==> src/rtl/psram_ctrl.sv <==
// rtl/psram_ctrl.sv - PSRAM command/address/latency/data sequencer with registered PHY outputs
module psram_ctrl #(
  parameter int         BIT_WIDTH = 16,
  parameter int         LATENCY   = 6,
  parameter int         RD_DLY    = 2,
  parameter logic [7:0] RD_CMD    = 8'h20,
  parameter logic [7:0] WR_CMD    = 8'hA0
) (
  input  logic                 ram_clk,
  input  logic                 rst,
  input  logic                 req_valid,
  output logic                 req_ready,
  input  logic                 req_wr,
  input  logic [31:0]          req_addr,
  input  logic [7:0]           req_len,
  input  logic [BIT_WIDTH-1:0] wr_data_hi,
  input  logic [BIT_WIDTH-1:0] wr_data_lo,
  output logic                 wr_data_ready,
  output logic [BIT_WIDTH-1:0] rd_data_hi,
  output logic [BIT_WIDTH-1:0] rd_data_lo,
  output logic                 rd_valid,
  output logic                 busy,
  output logic                 done,
  output logic                 psram_clk,
  output logic                 psram_ce,
  output logic                 dq_en,
  output logic [BIT_WIDTH-1:0] dq_out_hi,
  output logic [BIT_WIDTH-1:0] dq_out_lo,
  input  logic [BIT_WIDTH-1:0] dq_in_hi,
  input  logic [BIT_WIDTH-1:0] dq_in_lo,
  output logic                 dm_en,
  output logic [1:0]           dm_out_hi,
  output logic [1:0]           dm_out_lo
);

  typedef enum logic [2:0] {IDLE, CMD, ADDR, LAT, DATA, END} state_t;

  state_t               state_q, state_d;
  logic                 wr_q, wr_d;
  logic [31:0]          addr_q, addr_d;
  logic [7:0]           len_q, len_d;
  logic [7:0]           lat_cnt_q, lat_cnt_d;
  logic [7:0]           data_cnt_q, data_cnt_d;
  logic [RD_DLY-1:0]    rd_pipe_q, rd_pipe_d;
  logic                 req_ready_q, req_ready_d;
  logic                 busy_q, busy_d;
  logic                 done_q, done_d;
  logic                 wr_data_ready_q, wr_data_ready_d;
  logic                 psram_clk_q, psram_clk_d;
  logic                 psram_ce_q, psram_ce_d;
  logic                 dq_en_q, dq_en_d;
  logic                 dm_en_q, dm_en_d;
  logic [BIT_WIDTH-1:0] dq_out_hi_q, dq_out_hi_d;
  logic [BIT_WIDTH-1:0] dq_out_lo_q, dq_out_lo_d;
  logic [1:0]           dm_out_hi_q, dm_out_hi_d;
  logic [1:0]           dm_out_lo_q, dm_out_lo_d;
  logic [BIT_WIDTH-1:0] rd_data_hi_q, rd_data_hi_d;
  logic [BIT_WIDTH-1:0] rd_data_lo_q, rd_data_lo_d;
  logic                 active_d;
  logic                 wr_phase_d;
  logic                 rd_now;
  logic [7:0]           cmd_byte;

  always_comb begin
    state_d    = state_q;
    wr_d       = wr_q;
    addr_d     = addr_q;
    len_d      = len_q;
    lat_cnt_d  = lat_cnt_q;
    data_cnt_d = data_cnt_q;
    case (state_q)
      IDLE: begin
        if (req_valid && req_ready_q) begin
          state_d = CMD;
          wr_d    = req_wr;
          addr_d  = req_addr;
          len_d   = req_len;
        end
      end
      CMD:  state_d = ADDR;
      ADDR: begin
        state_d   = LAT;
        lat_cnt_d = 8'(LATENCY - 1);
      end
      LAT: begin
        if (lat_cnt_q == 8'd0) begin
          state_d    = DATA;
          data_cnt_d = 8'd0;
        end else begin
          lat_cnt_d = lat_cnt_q - 8'd1;
        end
      end
      DATA: begin
        if (data_cnt_q == len_q) state_d = END;
        else                     data_cnt_d = data_cnt_q + 8'd1;
      end
      END:     state_d = IDLE;
      default: state_d = IDLE;
    endcase

    // Outputs are computed from the next state so each lands in a flop aligned with its cycle.
    active_d        = (state_d == CMD) || (state_d == ADDR) || (state_d == LAT) || (state_d == DATA);
    wr_phase_d      = (state_d == DATA) && wr_d;
    req_ready_d     = (state_d == IDLE);
    busy_d          = (state_d != IDLE);
    done_d          = (state_d == END);
    psram_ce_d      = !active_d;
    psram_clk_d     = active_d;
    dq_en_d         = (state_d == CMD) || (state_d == ADDR) || wr_phase_d;
    dm_en_d         = wr_phase_d;
    dm_out_hi_d     = 2'b00;
    dm_out_lo_d     = 2'b00;
    wr_data_ready_d = wr_d && (((state_d == LAT) && (lat_cnt_d == 8'd0)) ||
                               ((state_d == DATA) && (data_cnt_d != len_d)));
    cmd_byte        = wr_d ? WR_CMD : RD_CMD;
    dq_out_hi_d     = '0;
    dq_out_lo_d     = '0;
    if (state_d == CMD) begin
      dq_out_hi_d = BIT_WIDTH'({(BIT_WIDTH/8){cmd_byte}});
      dq_out_lo_d = BIT_WIDTH'({(BIT_WIDTH/8){cmd_byte}});
    end else if (state_d == ADDR) begin
      dq_out_hi_d = BIT_WIDTH'(addr_d[31:16]);
      dq_out_lo_d = BIT_WIDTH'(addr_d[15:0]);
    end else if (wr_phase_d) begin
      dq_out_hi_d = wr_data_hi;
      dq_out_lo_d = wr_data_lo;
    end

    // Bit k of the pipe marks a read DATA cycle k+1 cycles ago; the top bit is rd_valid.
    rd_now       = (state_q == DATA) && !wr_q;
    rd_pipe_d    = (rd_pipe_q << 1) | RD_DLY'(rd_now);
    rd_data_hi_d = rd_data_hi_q;
    rd_data_lo_d = rd_data_lo_q;
    if (rd_pipe_d[RD_DLY-1]) begin
      rd_data_hi_d = dq_in_hi;
      rd_data_lo_d = dq_in_lo;
    end
  end

  always_ff @(posedge ram_clk) begin
    if (rst) begin
      state_q         <= IDLE;
      wr_q            <= 1'b0;
      addr_q          <= '0;
      len_q           <= '0;
      lat_cnt_q       <= '0;
      data_cnt_q      <= '0;
      rd_pipe_q       <= '0;
      req_ready_q     <= 1'b1;
      busy_q          <= 1'b0;
      done_q          <= 1'b0;
      wr_data_ready_q <= 1'b0;
      psram_clk_q     <= 1'b0;
      psram_ce_q      <= 1'b1;
      dq_en_q         <= 1'b0;
      dm_en_q         <= 1'b0;
      dq_out_hi_q     <= '0;
      dq_out_lo_q     <= '0;
      dm_out_hi_q     <= '0;
      dm_out_lo_q     <= '0;
      rd_data_hi_q    <= '0;
      rd_data_lo_q    <= '0;
    end else begin
      state_q         <= state_d;
      wr_q            <= wr_d;
      addr_q          <= addr_d;
      len_q           <= len_d;
      lat_cnt_q       <= lat_cnt_d;
      data_cnt_q      <= data_cnt_d;
      rd_pipe_q       <= rd_pipe_d;
      req_ready_q     <= req_ready_d;
      busy_q          <= busy_d;
      done_q          <= done_d;
      wr_data_ready_q <= wr_data_ready_d;
      psram_clk_q     <= psram_clk_d;
      psram_ce_q      <= psram_ce_d;
      dq_en_q         <= dq_en_d;
      dm_en_q         <= dm_en_d;
      dq_out_hi_q     <= dq_out_hi_d;
      dq_out_lo_q     <= dq_out_lo_d;
      dm_out_hi_q     <= dm_out_hi_d;
      dm_out_lo_q     <= dm_out_lo_d;
      rd_data_hi_q    <= rd_data_hi_d;
      rd_data_lo_q    <= rd_data_lo_d;
    end
  end

  assign req_ready     = req_ready_q;
  assign busy          = busy_q;
  assign done          = done_q;
  assign wr_data_ready = wr_data_ready_q;
  assign rd_valid      = rd_pipe_q[RD_DLY-1];
  assign rd_data_hi    = rd_data_hi_q;
  assign rd_data_lo    = rd_data_lo_q;
  assign psram_clk     = psram_clk_q;
  assign psram_ce      = psram_ce_q;
  assign dq_en         = dq_en_q;
  assign dq_out_hi     = dq_out_hi_q;
  assign dq_out_lo     = dq_out_lo_q;
  assign dm_en         = dm_en_q;
  assign dm_out_hi     = dm_out_hi_q;
  assign dm_out_lo     = dm_out_lo_q;

endmodule
==> config.mk <==
export PLATFORM = sky130hd
export DESIGN_NAME = psram_ctrl
export DESIGN_NICKNAME = d
export VERILOG_FILES = /design/src/rtl/psram_ctrl.sv
export SDC_FILE = /design/constraint.sdc
export NUM_CORES = 1
export LEC_CHECK = 0
export ABC_CLOCK_PERIOD_IN_PS = 3400
export CAP_MARGIN = 10
export CORE_ASPECT_RATIO = 1.25
export CORE_MARGIN = 5
export CORE_UTILIZATION = 40
export CTS_CLUSTER_DIAMETER = 120
export DETAILED_ROUTE_END_ITERATION = 10
export PLACE_DENSITY = 0.73
export SETUP_SLACK_MARGIN = 0.4
export SKIP_CTS_REPAIR_TIMING = 1
export SYNTH_ARGS = -nofsm -noshare
export SYNTH_HDL_FRONTEND = slang
export SYNTH_SLANG_ARGS = --single-unit
==> constraint.sdc <==
create_clock -name ram_clk -period 3.4 [get_ports ram_clk]
set_input_delay 0.68 -clock ram_clk [delete_from_list [all_inputs] [get_ports ram_clk]]
set_output_delay 0.68 -clock ram_clk [all_outputs]
set_load 0.03 [all_outputs]
---- Yosys cells after proc, flatten, opt, wreduce, memory -nomap -nowiden ----
Cells that the tools add are included.
cells by class
  reduce and logical (&&, ||, !) cells .... 18
  equal/unequal tests ..................... 11
  bitwise logic cells ..................... 1
  mux-type cells .......................... 22
  add/sub/neg operators ................... 2
operators with widths
  kind                   count
  $mux W16               6
  $mux W32               2
  $mux W8                6
  $pmux W8 S2            2
  $logic_not A8 Y1       2
  $pmux W3 S5            1
  $eq A3 B2 Y1 const B   4
  $eq A3 B3 Y1 const B   3
  $mux W3                3
  $add A8 B1 Y8 const B  1
  $eq A8 B8 Y1           1
  $ne A8 B8 Y1           1
  $sub A8 B1 Y8 const B  1
  $eq A3 B1 Y1 const B   2
  $logic_and A1 B1 Y1    6
  $logic_not A3 Y1       2
  $logic_or A1 B1 Y1     5
  $reduce_bool A3 Y1     1
  $logic_not A1 Y1       2
  $mux W1                2
  $or A2 B1 Y2           1
storage, ports and cells
  logic and storage cells ................. 73
  output and inout bits ................... 77
  register bits after elaboration ......... 134
  input port bits ......................... 108

---- Depth between registers and ports, before layout ----
  word-level depth ........................ 8
  mapped depth ............................ 11
  depth with buffers taken out ............ 10

---- Worst setup path before layout ----
Ideal clock, no wire load.
  path type ............................... reg2reg
  start point ............................. register lat_cnt_q[0]
  end point ............................... register wr_data_ready_q (netlist: wr_data_ready)
  buffers on the path ..................... 0
  library setup time ...................... 114 ps
  clock period less this slack ............ 2,380 ps
  stages on the path, launching flop included .. 11
  path slack .............................. 1,020 ps
  arrival time ............................ 2,266 ps
  required time ........................... 3,286 ps
  cells stage by stage .................... dfxtp_1 inv_1 ha_1 or4b_1 nor2_2 a21oi_1 o21bai_1 a21oi_1 xnor2_1 nand4_1 a21o_1
between the ends
  word-level cells in the longest chain between the ends .. 7
  elaborated cells on any way between the ends .. 16
  those cells by class .................... add/sub (1); eq/ne (3); mux (6); reduce/logical (6)
RTL lines
  what                                                      line      text
  start, declared                                           42        logic [7:0] lat_cnt_q, lat_cnt_d;
  start signal, assigned                                    168       lat_cnt_q <= lat_cnt_d;
  $sub A8 B1 Y8 / $logic_not A8 Y1 (equally long branches)  90, 86
  $mux W8 / $mux W3 (equally long branches)                 86        if (lat_cnt_q == 8'd0) begin
  $pmux W8 S2 / $pmux W3 S5 (equally long branches)         71        case (state_q)
  $logic_not A8 Y1 (tied with other cells)                  113       wr_data_ready_d = wr_d && (((state_d == LAT) && (lat_cnt_d == 8'd0)) ||
  $logic_and A1 B1 Y1, on equally long branches             113, 114
  $logic_or A1 B1 Y1 *                                      113
  $logic_and A1 B1 Y1 *                                     113
  end signal, assigned                                      174       wr_data_ready_q <= wr_data_ready_d;
  end, declared                                             48        logic wr_data_ready_q, wr_data_ready_d;
Every way passes the cells marked *; elsewhere a longest branch is shown, timed or not.
A chain may end at the register's enable or synchronous reset.

---- Final worst setup path ----
  start point ............................. register lat_cnt_q[0]
  end point ............................... register dq_out_hi_q[7] (netlist: dq_out_hi[7])
between the ends
  word-level cells in the longest chain between the ends .. 8
  elaborated cells on any way between the ends .. 10
  those cells by class .................... eq/ne (3); mux (5); reduce/logical (2)
RTL lines
  what                  line  text
  $logic_not A8 Y1 *    86
  $mux W3 *             86
  $pmux W3 S5 *         71
  $eq A3 B3 Y1          103   wr_phase_d = (state_d == DATA) && wr_d;
  $logic_and A1 B1 Y1   103
  $mux W16              124   end else if (wr_phase_d) begin
  $mux W16              121   end else if (state_d == ADDR) begin
  $mux W16 *            118   if (state_d == CMD) begin
  end signal, assigned  179   dq_out_hi_q <= dq_out_hi_d;
  end, declared         53    logic [BIT_WIDTH-1:0] dq_out_hi_q, dq_out_hi_d;
Marked as above.

==> results.yml <==
setup_path:
  slowest_stage: "or4b_1"
  crit_path_frequent_cell: "o21ai_0"
  setup.worst_path.start_class: "flip-flop"
  crit_type: "reg -> reg"
  cp.arrival_ns: 3.08
  crit_path_max_incr_delay_ns: 0.51
  cp.required_ns: 3.72
  end_kind: "flip-flop"
  crit_fanout: 33
  crit_chain: "inv_1 > ha_1 > or4b_1 > nor2_2 > o21ai_0 > a2bb2oi_2 > nand2b_1 > nor2_4 > buf_6 > a22oi_1 > o21ai_0"
grt:
  grt_pass1_wl_mm: 25.1
  grt_max_degree: 69
  overflow: 0
  gr-usage-all-layers_pct: 19.4
  antenna_found_initial: 0
  grt_pass1_vias: 4987
synth:
  async_flop_share_pct: 0
  ys_seq_area_share_pct: 49.3
  ys_ff_latch: 134
  synth.area.top_cells: "dfxtp_1 (49%), mux2i_1 (7.7%), nor2_1 (6.2%)"
  synth_top_area_cell: "dfxtp_1"
  synth_top_area_share_pct: 49.3
  ys_warn_count: 0
  netlist_instances: 612
  synth_edf_count: 0
  synth_cell_types: 56
  synth-main-ff-cell: "dfxtp_1"
  syn_area_um2: 5440
  syn_area_per_cell_um2: 8.90
die:
  coreArea_um2: 13300
  die_width_um: 114
  ios: 185
  dieHeight_um: 140
  die-area_um2: 16100
  initial_core_util_pct: 41.0
  num_rows: 47
drt:
  viasPerCell: 5.28
  drt-initial-drc-count: 639
  drtAntennaViolNets: 0
  first_pass_iters: 5
  drc: 0
  post_drt_wl_per_cell_um: 16.9
  vias: 5077
  routed_wl_mm: 16.2
placement:
  globalplace.congestion: 0.905
  pre_cts_ws_ns: 0.420
  dp_hpwl_mm: 11.6
  io_buffers: 180
  place_inst: 931
clock_network:
  cts_buffers: 17
  clk_path_buf_depth: 2
  root_buffer: "clkbuf_16"
  cts_htree_levels: 4
  clk_pin_slew_ns: 0.06
  clk-insertion-delay-late_ns: 0.41
  cts_tree: "yes"
  clock_sinks: 134
layout:
  final_cell_mix: "clkdlybuf4s50_1 (179), dfxtp_1 (133), nor2_1 (89)"
  final_cells: 961
  areaGrowthSynthToFinish_pct: 46.6
  antenna_cells: 0
  final_common_cell: "clkdlybuf4s50_1"
  nets: 889
  drive_gt1_share_pct: 7.34
timing:
  fin_crit_sh_pct: 81.2
  hold_viol: 0
  tns_ns: 0
  period_needed_ns: 2.76
  slew_viol_final: 0
  worst_pin_slew_ns: 1.08
  fin_ws_ns: 0.638
  finalSetupViolations: 0
  finClkSkew_ns: 0.0133
  rsz0062_at_grt: "yes"
  relSlewSlack_pct: 27.7
  fmax_ghz: 0.362
pwr:
  leakagePower_nw: 2.94
  peakVddDrop_v: 0.000314
  power.density_nw_per_um2: 538
  finalPower_w: 0.00429
run:
  maxCapViolCount: 0
min_path:
  hold_path.class: "reg -> reg"
status:
  outcome: "completed"
[state kept, by name, indices dropped and copies added (netlist names)]
register / count
wr_q: 1
lat_cnt_q: 8
addr_q: 32
data_cnt_q: 8
dq_en: 1
psram_ce: 1
psram_clk: 1
busy: 1
req_ready: 1
dq_out_hi: 16
wr_data_ready: 1
len_q: 8
state_q: 3
rd_data_hi: 16
rd_data_lo: 16
dq_out_lo: 16
dm_en: 1
done: 1
rd_pipe_q: 2
[critical path: cells and delay by family (launching register included)]
| family | cells | cell delay [ns] |
|---|---|---|
| adder cells (fa/ha/maj) | 1 | 0.29 |
| buffers and inverters | 2 | 0.38 |
| flip-flops | 1 | 0.36 |
| AND/OR/NAND/NOR | 4 | 0.97 |
| AO/OA/AOI/OAI | 4 | 0.68 |
[area by class of cell]
cell class / count / area, um2
Clock buffer: 18 / 429
Inverter: 8 / 30.0
Multi-Input combinational cell: 430 / 2580
Timing Repair Buffer: 188 / 1860
Fill cell: 1145 / 5310
Sequential cell: 134 / 2680
Tap cell: 171 / 214
Clock inverter: 12 / 179
[Yosys cell counts, drive strengths merged, types with 2 or more instances]
cell and count:
a2111oi 2, a211oi 7, a21boi 2, a21o 5, a21oi 48, a221oi 4, a22oi 29, a31o 2
a31oi 4, and3 2, and3b 2, and4 2, buf 13, clkbuf 30, dfxtp 134, ha 2
inv 8, mux2i 43, nand2 87, nand2b 4, nand3 7, nand3b 4, nand4 6, nor2 92
nor2b 6, nor3 11, nor3b 4, nor4 4, o211ai 2, o21ai 14, or3 3, xnor2 6
xor2 11
[power breakdown]
part	internal, W	total, W	leakage [nW]	switching, W
clock network	0.00122	0.00189	0.300	0.000671
logic	0.000303	0.000690	1.55	0.000387
registers	0.00165	0.00171	1.09	0.0000592
[final timing paths]
| kind | startpoint | end | slack, ns | cells past startpoint |
|---|---|---|---|---|
| hold / removal | wr_q | rd_pipe_q[0] | 0.42 | 1 |
| setup / recovery | lat_cnt_q[0] | dq_out_hi[7] | 0.64 | 11 |
| setup reg to reg | lat_cnt_q[0] | dq_out_hi[7] | 0.64 | 11 |
| hold reg to reg | wr_q | rd_pipe_q[0] | 0.42 | 1 |
[through the flow]
| stage | util, % | hold slack [ns] | area [um2] |
|---|---|---|---|
| 2_1_floorplan | - | 0.401 | 5460 |
| 3_5_place_dp | 55.2 | 0.406 | 7340 |
| 5_1_grt | 60.0 | 0.449 | 7980 |
| 3_3_place_gp | 55.2 | 0.420 | 7340 |
| 4_1_cts | 59.8 | 0.420 | 7940 |
| 6_report | 60.0 | 0.418 | 7980 |
[cell families (layout without fill, tap and decap cells)]
| family | after synthesis | in the layout | share of synthesized area, % |
|---|---|---|---|
| AOI/OAI and AO/OA | 125 | 125 | 14.8 |
| xor gates and xnor gates | 17 | 17 | 2.73 |
| adders and majority gates | 2 | 2 | 0.460 |
| buffers and inverters | 51 | 226 | 4.34 |
| DFF | 134 | 134 | 49.3 |
| muxes | 43 | 43 | 7.98 |
| other | 1 | 4 | 0.0689 |
| and+or+nand+nor | 239 | 239 | 20.4 |
[per-layer routing]
layer  wire length, um  global-route usage (%)  part of all wire, %
met5                 0                       0                    0
met4               420                    8.01                  2.6
met3              1200                    5.31                  7.4
met2              8200                    33.6                   51
met1              6380                    22.2                   39
Power figures use the tool's default switching activity.
